===== config.mk =====
export PLATFORM = sky130hd
export DESIGN_NAME = axis_fifo_bist
export DESIGN_NICKNAME = d
export VERILOG_FILES = /design/src/rtl/axis_fifo_bist.sv
export SDC_FILE = /design/constraint.sdc
export NUM_CORES = 1
export LEC_CHECK = 0
export ABC_AREA = 1
export ABC_CLOCK_PERIOD_IN_PS = 3100
export CORE_ASPECT_RATIO = 0.6
export CORE_MARGIN = 8
export CORE_UTILIZATION = 50
export DETAILED_ROUTE_END_ITERATION = 8
export PLACE_DENSITY = 0.77
export SLEW_MARGIN = 20
export SYNTH_ARGS = -nofsm -noshare
export SYNTH_HDL_FRONTEND = slang
export SYNTH_SLANG_ARGS = --single-unit

===== constraint.sdc =====
create_clock -name clk -period 3.1 [get_ports clk]
set_clock_uncertainty 0.15 [all_clocks]
set_input_delay 0.775 -clock clk [delete_from_list [all_inputs] [get_ports clk]]
set_output_delay 0.775 -clock clk [all_outputs]
set_load 0.03 [all_outputs]

===== src/rtl/axis_fifo_bist.sv =====
// Built-in self-test for the DDR3 AXI-Stream FIFO: LFSR generator on the write side, chunked LFSR checker on the read side.
// Optional error injection on the generator stream is enabled by defining BIST_ERR_INJECT_EN.
module axis_fifo_bist #(
    parameter int          DATA_WIDTH     = 16,
    parameter int          BURST_LEN      = 512,
    parameter int          RD_CHUNK       = 256,
    parameter int          GAP_CYCLES     = 250,
    parameter int          TIMEOUT_CYCLES = 65536,
    parameter logic [31:0] LFSR_SEED      = 32'hACE1,
    parameter int          ERR_W          = 16
) (
    input  logic                  clk,
    input  logic                  rst,
    input  logic                  calib_done,
    input  logic                  start,
`ifdef BIST_ERR_INJECT_EN
    input  logic                  inject_err,
`endif
    output logic                  m_axis_tvaild,
    input  logic                  m_axis_tready,
    output logic [DATA_WIDTH-1:0] m_axis_tdata,
    input  logic                  s_axis_tvaild,
    output logic                  s_axis_tready,
    input  logic [DATA_WIDTH-1:0] s_axis_tdata,
    output logic                  busy,
    output logic                  done,
    output logic                  pass,
    output logic                  timeout,
    output logic [ERR_W-1:0]      err_cnt,
    output logic [15:0]           first_err_idx
);

    localparam int CW = $clog2(BURST_LEN + 1);
    localparam int KW = $clog2(RD_CHUNK + 1);
    localparam int GW = $clog2(GAP_CYCLES + 2);
    localparam int IW = $clog2(TIMEOUT_CYCLES + 1);

    localparam logic [CW-1:0] BURST_C = CW'(BURST_LEN);
    localparam logic [KW-1:0] CHUNK_C = KW'(RD_CHUNK);
    localparam logic [GW-1:0] GAP_C   = GW'(GAP_CYCLES);
    localparam logic [IW-1:0] IDLE_C  = IW'(TIMEOUT_CYCLES);

    typedef enum logic [1:0] {ST_IDLE, ST_RUN, ST_DONE} state_t;

    state_t          state;
    logic [31:0]     lfsr_tx;
    logic [31:0]     lfsr_rx;
    logic [CW-1:0]   tx_cnt;
    logic [CW-1:0]   rx_cnt;
    logic [KW-1:0]   chunk_cnt;
    logic [GW-1:0]   gap_cnt;
    logic [IW-1:0]   idle_cnt;
    logic            to_hit;
    logic            inj_armed;

    logic            gen_beat;
    logic            chk_beat;
    logic            launch;
    logic            mismatch;
    logic [CW-1:0]   tx_next;
    logic [CW-1:0]   rx_next;
    logic [KW-1:0]   chunk_next;

    function automatic logic [31:0] lfsr_step(input logic [31:0] s);
        return {s[30:0], s[31] ^ s[21] ^ s[1] ^ s[0]};
    endfunction

    // Both ports use plain AXI-Stream: a beat transfers on any rising edge where
    // valid && ready; a presented beat's data never changes until it transfers.
    assign gen_beat   = m_axis_tvaild && m_axis_tready;
    assign chk_beat   = s_axis_tvaild && s_axis_tready;
    assign launch     = start && calib_done && (state != ST_RUN);
    assign mismatch   = s_axis_tdata != lfsr_rx[DATA_WIDTH-1:0];
    assign tx_next    = tx_cnt + CW'(1);
    assign rx_next    = rx_cnt + CW'(1);
    assign chunk_next = chunk_cnt + KW'(1);

    assign m_axis_tdata = m_axis_tvaild ?
                          (lfsr_tx[DATA_WIDTH-1:0] ^ DATA_WIDTH'(inj_armed)) : '0;

`ifdef BIST_ERR_INJECT_EN
    always_ff @(posedge clk) begin
        if (rst) begin
            inj_armed <= 1'b0;
        end else if (gen_beat && inj_armed) begin
            inj_armed <= 1'b0;
        end else if (inject_err) begin
            inj_armed <= 1'b1;
        end
    end
`else
    assign inj_armed = 1'b0;
`endif

    always_ff @(posedge clk) begin
        if (rst) begin
            state         <= ST_IDLE;
            lfsr_tx       <= LFSR_SEED;
            lfsr_rx       <= LFSR_SEED;
            tx_cnt        <= '0;
            rx_cnt        <= '0;
            chunk_cnt     <= '0;
            gap_cnt       <= '0;
            idle_cnt      <= '0;
            to_hit        <= 1'b0;
            m_axis_tvaild <= 1'b0;
            s_axis_tready <= 1'b0;
            busy          <= 1'b0;
            done          <= 1'b0;
            pass          <= 1'b0;
            timeout       <= 1'b0;
            err_cnt       <= '0;
            first_err_idx <= 16'hFFFF;
        end else begin
            case (state)
                ST_IDLE, ST_DONE: begin
                    if (launch) begin
                        state         <= ST_RUN;
                        lfsr_tx       <= LFSR_SEED;
                        lfsr_rx       <= LFSR_SEED;
                        tx_cnt        <= '0;
                        rx_cnt        <= '0;
                        chunk_cnt     <= '0;
                        gap_cnt       <= '0;
                        idle_cnt      <= '0;
                        to_hit        <= 1'b0;
                        m_axis_tvaild <= 1'b1;
                        s_axis_tready <= 1'b1;
                        busy          <= 1'b1;
                        done          <= 1'b0;
                        pass          <= 1'b0;
                        timeout       <= 1'b0;
                        err_cnt       <= '0;
                        first_err_idx <= 16'hFFFF;
                    end else if (state == ST_DONE && !done) begin
                        // Result flags settle one cycle after the run ends so the last compare is included.
                        done    <= 1'b1;
                        timeout <= to_hit;
                        pass    <= !to_hit && (err_cnt == '0) && (rx_cnt == BURST_C);
                    end
                end

                ST_RUN: begin
                    if (gen_beat) begin
                        lfsr_tx <= lfsr_step(lfsr_tx);
                        tx_cnt  <= tx_next;
                        if (tx_next == BURST_C) begin
                            m_axis_tvaild <= 1'b0;
                        end
                    end

                    if (gen_beat || chk_beat) begin
                        idle_cnt <= '0;
                    end else begin
                        idle_cnt <= idle_cnt + IW'(1);
                    end

                    if (gap_cnt != '0) begin
                        gap_cnt <= gap_cnt - GW'(1);
                        if (gap_cnt == GW'(1)) begin
                            s_axis_tready <= 1'b1;
                        end
                    end

                    if (chk_beat) begin
                        lfsr_rx <= lfsr_step(lfsr_rx);
                        rx_cnt  <= rx_next;
                        if (mismatch) begin
                            if (err_cnt == '0) begin
                                first_err_idx <= 16'(rx_cnt);
                            end
                            if (err_cnt != '1) begin
                                err_cnt <= err_cnt + ERR_W'(1);
                            end
                        end
                        if (chunk_next == CHUNK_C) begin
                            chunk_cnt <= '0;
                            if (GAP_CYCLES > 0) begin
                                s_axis_tready <= 1'b0;
                                gap_cnt       <= GAP_C;
                            end
                        end else begin
                            chunk_cnt <= chunk_next;
                        end
                    end

                    // Completion has priority over a coincident timeout.
                    if (chk_beat && rx_next == BURST_C) begin
                        state         <= ST_DONE;
                        busy          <= 1'b0;
                        m_axis_tvaild <= 1'b0;
                        s_axis_tready <= 1'b0;
                        gap_cnt       <= '0;
                        to_hit        <= 1'b0;
                    end else if (idle_cnt == IDLE_C && !gen_beat && !chk_beat) begin
                        state         <= ST_DONE;
                        busy          <= 1'b0;
                        m_axis_tvaild <= 1'b0;
                        s_axis_tready <= 1'b0;
                        gap_cnt       <= '0;
                        to_hit        <= 1'b1;
                    end
                end

                default: state <= ST_IDLE;
            endcase
        end
    end

endmodule


==> reports/qor.txt, run 1 <==
# nets final - 1246
RSZ-0062 raised after global routing - false
Final worst-path cycle share - 0.878
Worst Setup End Kind - output port
Synth area leaders - dfxtp_1, nand2_1, a21oi_1
Area grow syn2layout - 19.5%
Core Rows - 35
Via density - 5.31
First-pass GRT wire length - 33600 µm
Post-synth top area share - 0.395
Pwr Total - 4740 µW
Final Max Tran Viols - 0
# resized after CTS - 0
Reg2Reg Capture Point - err_cnt[8]
GPL Wtd Cong - 0.879
Sequential element share of the synthesized area - 0.395
Largest net degree at the start of global routing - 63
Syn nets - 1181
Crit path launch - m_axis_tvaild
Synth area leader - dfxtp_1
DRT iter0 DRCs - 955
Core region area - 15300 µm²
Async set-or-reset flop fraction in the synthesized netlist - 0
Worst r2r path cells - 9
CTS tree - built
CTS Buf Count - 17
Pwr/cell area - 508 nW/µm²
WP data arrival - 1.80 ns
Met3 GRT Util - 0.0542
Die area - 20000 µm²
Mean area per synthesized cell - 6.80 µm²
Slew HR - 0.574
Share of post-route cells with drive strength above 1 - 0.0857
H-tree depth - 4
Most frequent cell after synthesis - nand2_1
Leakage - 0.00360 µW
Fmax - 367 MHz
Setup_tns - 0 ns
Synthesis warning total - 0
Antenna viol nets, final - 0
# DRC - 0
CP peak stage delay - 0.67 ns
I/O Buffers - 75
Met2 Use GR - 0.277
Clock tree buffer depth - 2
CP max-delay cell - clkdlybuf4s50_1
Initial core utilization - 0.510
Number of flops mapped to enable cells by yosys - 0
Clk_lat worst skew - 0.43 ns
MaxCap Viol Count - 0
Hold_buf cts - 0
Die width - 177 µm
Maximum vdd drop - 0.402 mV
CTS clk-pin slew, worst paths - 0.07 ns
Synth cell count leaders - nand2_1, dfxtp_1, a21oi_1, inv_1, nor2_1
FF+latch count, synth - 154
GRT Util Overall - 0.200
Placed cells - 1396
Drt pass-1 iters - 5
Post-DP HPWL - 14000 µm
Final WL - 20000 µm
Post-CTS repair timing setup buffer count - 0
Final Hold Fails - 0
Crit path kind - reg -> out
Status - finished clean
Vias in the first global route - 6991
FF-to-FF Start - err_cnt[0]
Worst slew pin tran - 0.638 ns
Top Usage Layer GRT - met1
Non-filler instance count after layout - 1428
Initial antenna violation count - 0
Vias - 7580
WL per Instance - 14.0 µm
R2r setup slk - 0.88 ns
Worst Setup EP - m_axis_tdata[6]
Total grt overflow - 0
Fin crit period - 2.72 ns
# diodes - 0
Hold Crit Class - reg -> reg
Root cell of the clock tree - clkbuf_16
CP startpoint kind - flip-flop
Worst endpoint required time - 2.17 ns
# IOs - 76
Critical Path, Cell by Cell - buf_4 > nand2_1 > inv_1 > clkdlybuf4s50_1
Setup violators final - 0
Die Y - 113 µm
Worst-path fanout max - 19
Cell variety after synth - 40
Post-synth top flop - dfxtp_1
GR met1 Demand/Resource - 0.292
Syn Std Cell Area - 7800 µm²
Syn Inst Count - 1147
CTS Sinks - 154
[layout by cell type (no fill, tap or decap), drive strengths merged, types with 5 or more instances in the layout]
master,Yosys,layout
xnor2,10,10
nand2,359,359
clkdlybuf4s50,0,74
a21oi,136,136
or2,7,7
nor3,29,29
nand3,63,63
dfxtp,154,154
xor2,20,20
nand4,35,35
ha,12,12
nor4,5,5
buf,27,21
o21ai,35,35
nor2,96,96
nand3b,6,6
clkbuf,22,18
inv,114,123
[worst min path at each step]
| stage | startpoint | end | slack (ns) | cells after the start |
|---|---|---|---|---|
| detailed placement | lfsr_tx[22] | lfsr_tx[22] | 0.30 | 2 |
| finish | lfsr_rx[15] | lfsr_rx[16] | 0.31 | 2 |
| global placement | lfsr_rx[9] | lfsr_rx[9] | 0.30 | 2 |
| CTS | lfsr_rx[15] | lfsr_rx[16] | 0.31 | 2 |
| global route | lfsr_rx[15] | lfsr_rx[16] | 0.32 | 2 |
| floorplan | lfsr_rx[24] | lfsr_rx[24] | 0.29 | 2 |
[per-stage QoR]
| stage | util | worst slack [ns] | instance area, µm² | hold slack (ns) |
|---|---|---|---|---|
| after global routing | 0.610 | 0.304 | 9320 | 0.319 |
| after floorplan | - | 0.915 | 7800 | 0.290 |
| after global placement | 0.571 | 0.0521 | 8730 | 0.298 |
| after CTS | 0.610 | 0.375 | 9320 | 0.307 |
| after detailed placement | 0.571 | 0.00904 | 8730 | 0.301 |
| final | 0.610 | 0.378 | 9320 | 0.309 |
[power breakdown]
group	switching, µW	internal (µW)	total, µW
Clock	937	1160	2100
Sequential	33.4	2020	2050
Combinational	378	208	587
Total	1350	3390	4740
[logic make-up (layout without fill, tap and decap cells)]
| family | Yosys count | in the layout | synth area share |
|---|---|---|---|
| AO/OA/AOI/OAI | 186 | 186 | 0.125 |
| XOR/XNOR | 30 | 30 | 0.0337 |
| adder cells (fa/ha/maj) | 12 | 12 | 0.0192 |
| buffers and inverters | 164 | 242 | 0.0860 |
| flip-flops | 154 | 154 | 0.395 |
| AND/OR/NAND/NOR | 601 | 601 | 0.341 |
[state kept, by name, indices dropped and copies added (netlist names)]
signal	cells
pass	1
tx_cnt	10
rx_cnt	10
lfsr_rx	32
idle_cnt	17
busy	1
timeout	1
done	1
to_hit	1
lfsr_tx	32
gap_cnt	8
first_err_idx	11
state	2
chunk_cnt	9
m_axis_tvaild	1
s_axis_tready	1
err_cnt	16
[metal layers]
metal	vias up	routed length [µm]
met3	28	1840
met1	3408	10100
met4	0	248
met5	-	0
met2	306	7910
li1	3838	-
[critical path, delay by kind of cell (launching register included)]
family                 cells  cell delay [ns]
buffers and inverters      3             0.98
DFF                        1             0.31
and+or+nand+nor            1             0.07
[final cells by class]
class                   count  area (µm²)
clock buffers              18         439
clock inverters            14         151
fillers                  1368        5960
inverters                 115         434
multi-input cells         829        4060
flip-flops and latches    154        3080
well taps                 203         254
repair buffers             95         898
Power figures use the tool's default switching activity.
==> run 2: changes to the inputs <==
CORE_ASPECT_RATIO = 1.1   (was 0.6)
==> reports/qor.txt, run 2 (synthesized netlist as in run 1, its figures left out) <==
Status - finished clean
# DRC - 0 (unchanged)
Setup_tns - 0 ns (unchanged)
Core region area - 15500 µm² (+1.4%)
Vias in the first global route - 6656 (-4.8%)
DP Area - 8730 µm² (about the same)
Share of post-route cells with drive strength above 1 - 0.0850 (-0.000747)
Setup WS pre-CTS - 0.377 ns (+0.368 ns)
Drt pass-1 iters - 5 (unchanged)
Post-DP HPWL - 13000 µm (-7.2%)
Met3 GRT Util - 0.0444 (-0.00981)
Fin area - 9310 µm² (-0.12%)
R2r setup slk - 0.74 ns (-0.14 ns)
GR met1 Demand/Resource - 0.251 (-0.0417)
MaxCap Viol Count - 0 (unchanged)
Worst-path fanout max - 19 (unchanged)
WL per Instance - 13.2 µm (-5.8%)
CTS tree - built
Hold_buf cts - 0 (unchanged)
Most frequent cells in the layout - nand2_1, dfxtp_1, a21oi_1
Clock tree buffer depth - 2 (unchanged)
Core Rows - 48 (+37%)
Setup ws final - 0.378 ns (-0.000341 ns)
Maximum vdd drop - 0.424 mV (+5.5%)
Die width - 135 µm (-24%)
Worst slew pin tran - 0.512 ns (-0.127 ns)
CTS clk-pin slew, worst paths - 0.06 ns (about the same)
Hold Crit Class - reg -> reg
Clk_lat worst skew - 0.43 ns (about the same)
WP data arrival - 1.80 ns (about the same)
First-pass GRT wire length - 31600 µm (-5.8%)
Fin crit period - 2.72 ns (+0.000341 ns)
Register Area - 3080 µm² (unchanged)
Total grt overflow - 0 (unchanged)
Crit path kind - reg -> out
Die area - 19900 µm² (-0.63%)
Worst endpoint required time - 2.17 ns (about the same)
CP startpoint kind - flip-flop
Leakage - 0.00360 µW (about the same)
Fillers - 1463 (+6.9%)
Largest net degree at the start of global routing - 41 (-35%)
I/O Buffers - 75 (unchanged)
Via density - 5.25 (-1.0%)
Worst r2r path cells - 9 (unchanged)
Slew HR - 0.658 (+0.0834)
GRT Util Overall - 0.190 (-0.0105)
Crit path launch - m_axis_tvaild
Top Usage Layer GRT - met2
H-tree depth - 4 (unchanged)
DRT iter0 DRCs - 454 (-52%)
FF-to-FF Start - err_cnt[0]
# diodes - 0 (unchanged)
Final Max Tran Viols - 0 (unchanged)
Initial antenna violation count - 0 (unchanged)
Initial core utilization - 0.503 (-0.00696)
CTS Buf Count - 17 (unchanged)
Worst Setup End Kind - output port
Multi-input gate area - 4060 µm² (-0.12%)
Met2 Use GR - 0.299 (+0.0215)
Die Y - 147 µm (+30%)
# IOs - 76 (unchanged)
Antenna viol nets, final - 0 (unchanged)
WHS Path Cells - 2 (unchanged)
Final Hold Fails - 0 (unchanged)
Post-CTS repair timing setup buffer count - 0 (unchanged)
CTS Sinks - 154 (unchanged)
Pwr/cell area - 503 nW/µm² (-0.92%)
# nets final - 1245 (-0.080%)
Setup violators final - 0 (unchanged)
Area grow syn2layout - 19.4%
Final worst-path cycle share - 0.878 (about the same)
# resized after CTS - 0 (unchanged)
Worst Setup EP - m_axis_tdata[0]
Root cell of the clock tree - clkbuf_16
GPL Wtd Cong - 0.929 (+5.8%)
RSZ-0062 raised after global routing - false
Fmax - 367 MHz (about the same)
Reg2Reg Capture Point - err_cnt[15]
Top flop regs - lfsr_rx: 32 flops, lfsr_tx: 32 flops, idle_cnt: 17 flops
Commonest non-fill, non-tap cell in the layout - nand2_1
Final WL - 18800 µm (-6.0%)
Vias - 7480 (-1.3%)
-- run 2: cell types whose count changed in the layout (fill, tap and decap cells not counted), sizes merged --
cell | previous run | this run
clkinvlp | 2 | 1
buf | 21 | 20
clkbuf | 18 | 17
inv | 123 | 121
clkinv | 3 | 7
-- run 2: power by group --
part           internal (µW)  total, µW  switching [µW]
Combinational            210        583             373
Sequential              2020       2050            33.9
Clock                   1130       2050             920
Total                   3360       4690            1330
-- run 2: through the flow --
stage          utilization  hold slack (ns)  cells  total power (µW)
2_1_floorplan            -            0.290   1147              2480
3_3_place_gp         0.563            0.298   1392              2670
3_5_place_dp         0.563            0.302   1392              2670
4_1_cts              0.601            0.312   1424              4720
5_1_grt              0.601            0.330   1424              4860
6_report             0.601            0.309   1424              4690
-- run 2: layout make-up --
class,count,area share
tap,200,0.0269
clock inverter,15,0.0169
clock buffer,17,0.0457
inverter,115,0.0466
timing repair buffer,94,0.0970
multi-input combinational,829,0.436
sequential,154,0.331
-- run 2: worst min path at each step --
| stage | startpoint | to | slack [ns] |
|---|---|---|---|
| 3_3_place_gp | lfsr_rx[9] | lfsr_rx[9] | 0.30 |
| 2_1_floorplan | lfsr_rx[24] | lfsr_rx[24] | 0.29 |
| 5_1_grt | lfsr_tx[27] | lfsr_tx[27] | 0.33 |
| 4_1_cts | lfsr_rx[22] | lfsr_rx[22] | 0.31 |
| 3_5_place_dp | lfsr_rx[22] | lfsr_rx[22] | 0.30 |
| 6_report | lfsr_rx[28] | lfsr_rx[28] | 0.31 |
-- run 2: routing by layer --
| layer | up-vias | wire (µm) |
|---|---|---|
| li1 | 3840 | - |
| met1 | 3422 | 9070 |
| met2 | 197 | 8490 |
| met3 | 21 | 1050 |
| met4 | 0 | 228 |
| met5 | - | 0 |
-- run 2: critical path: stages (launching register included) --
cell and delay [ns]:
dfxtp_1 0.31, buf_4 0.23, nand2_1 0.08, inv_1 0.05
clkdlybuf4s50_1 0.70
==> run 3: changes to the inputs <==
GPL_ROUTABILITY_DRIVEN = 0   (was unset)
==> results of run 3 <==
The final DEF is identical to that of run 2; final timing and power are the same.
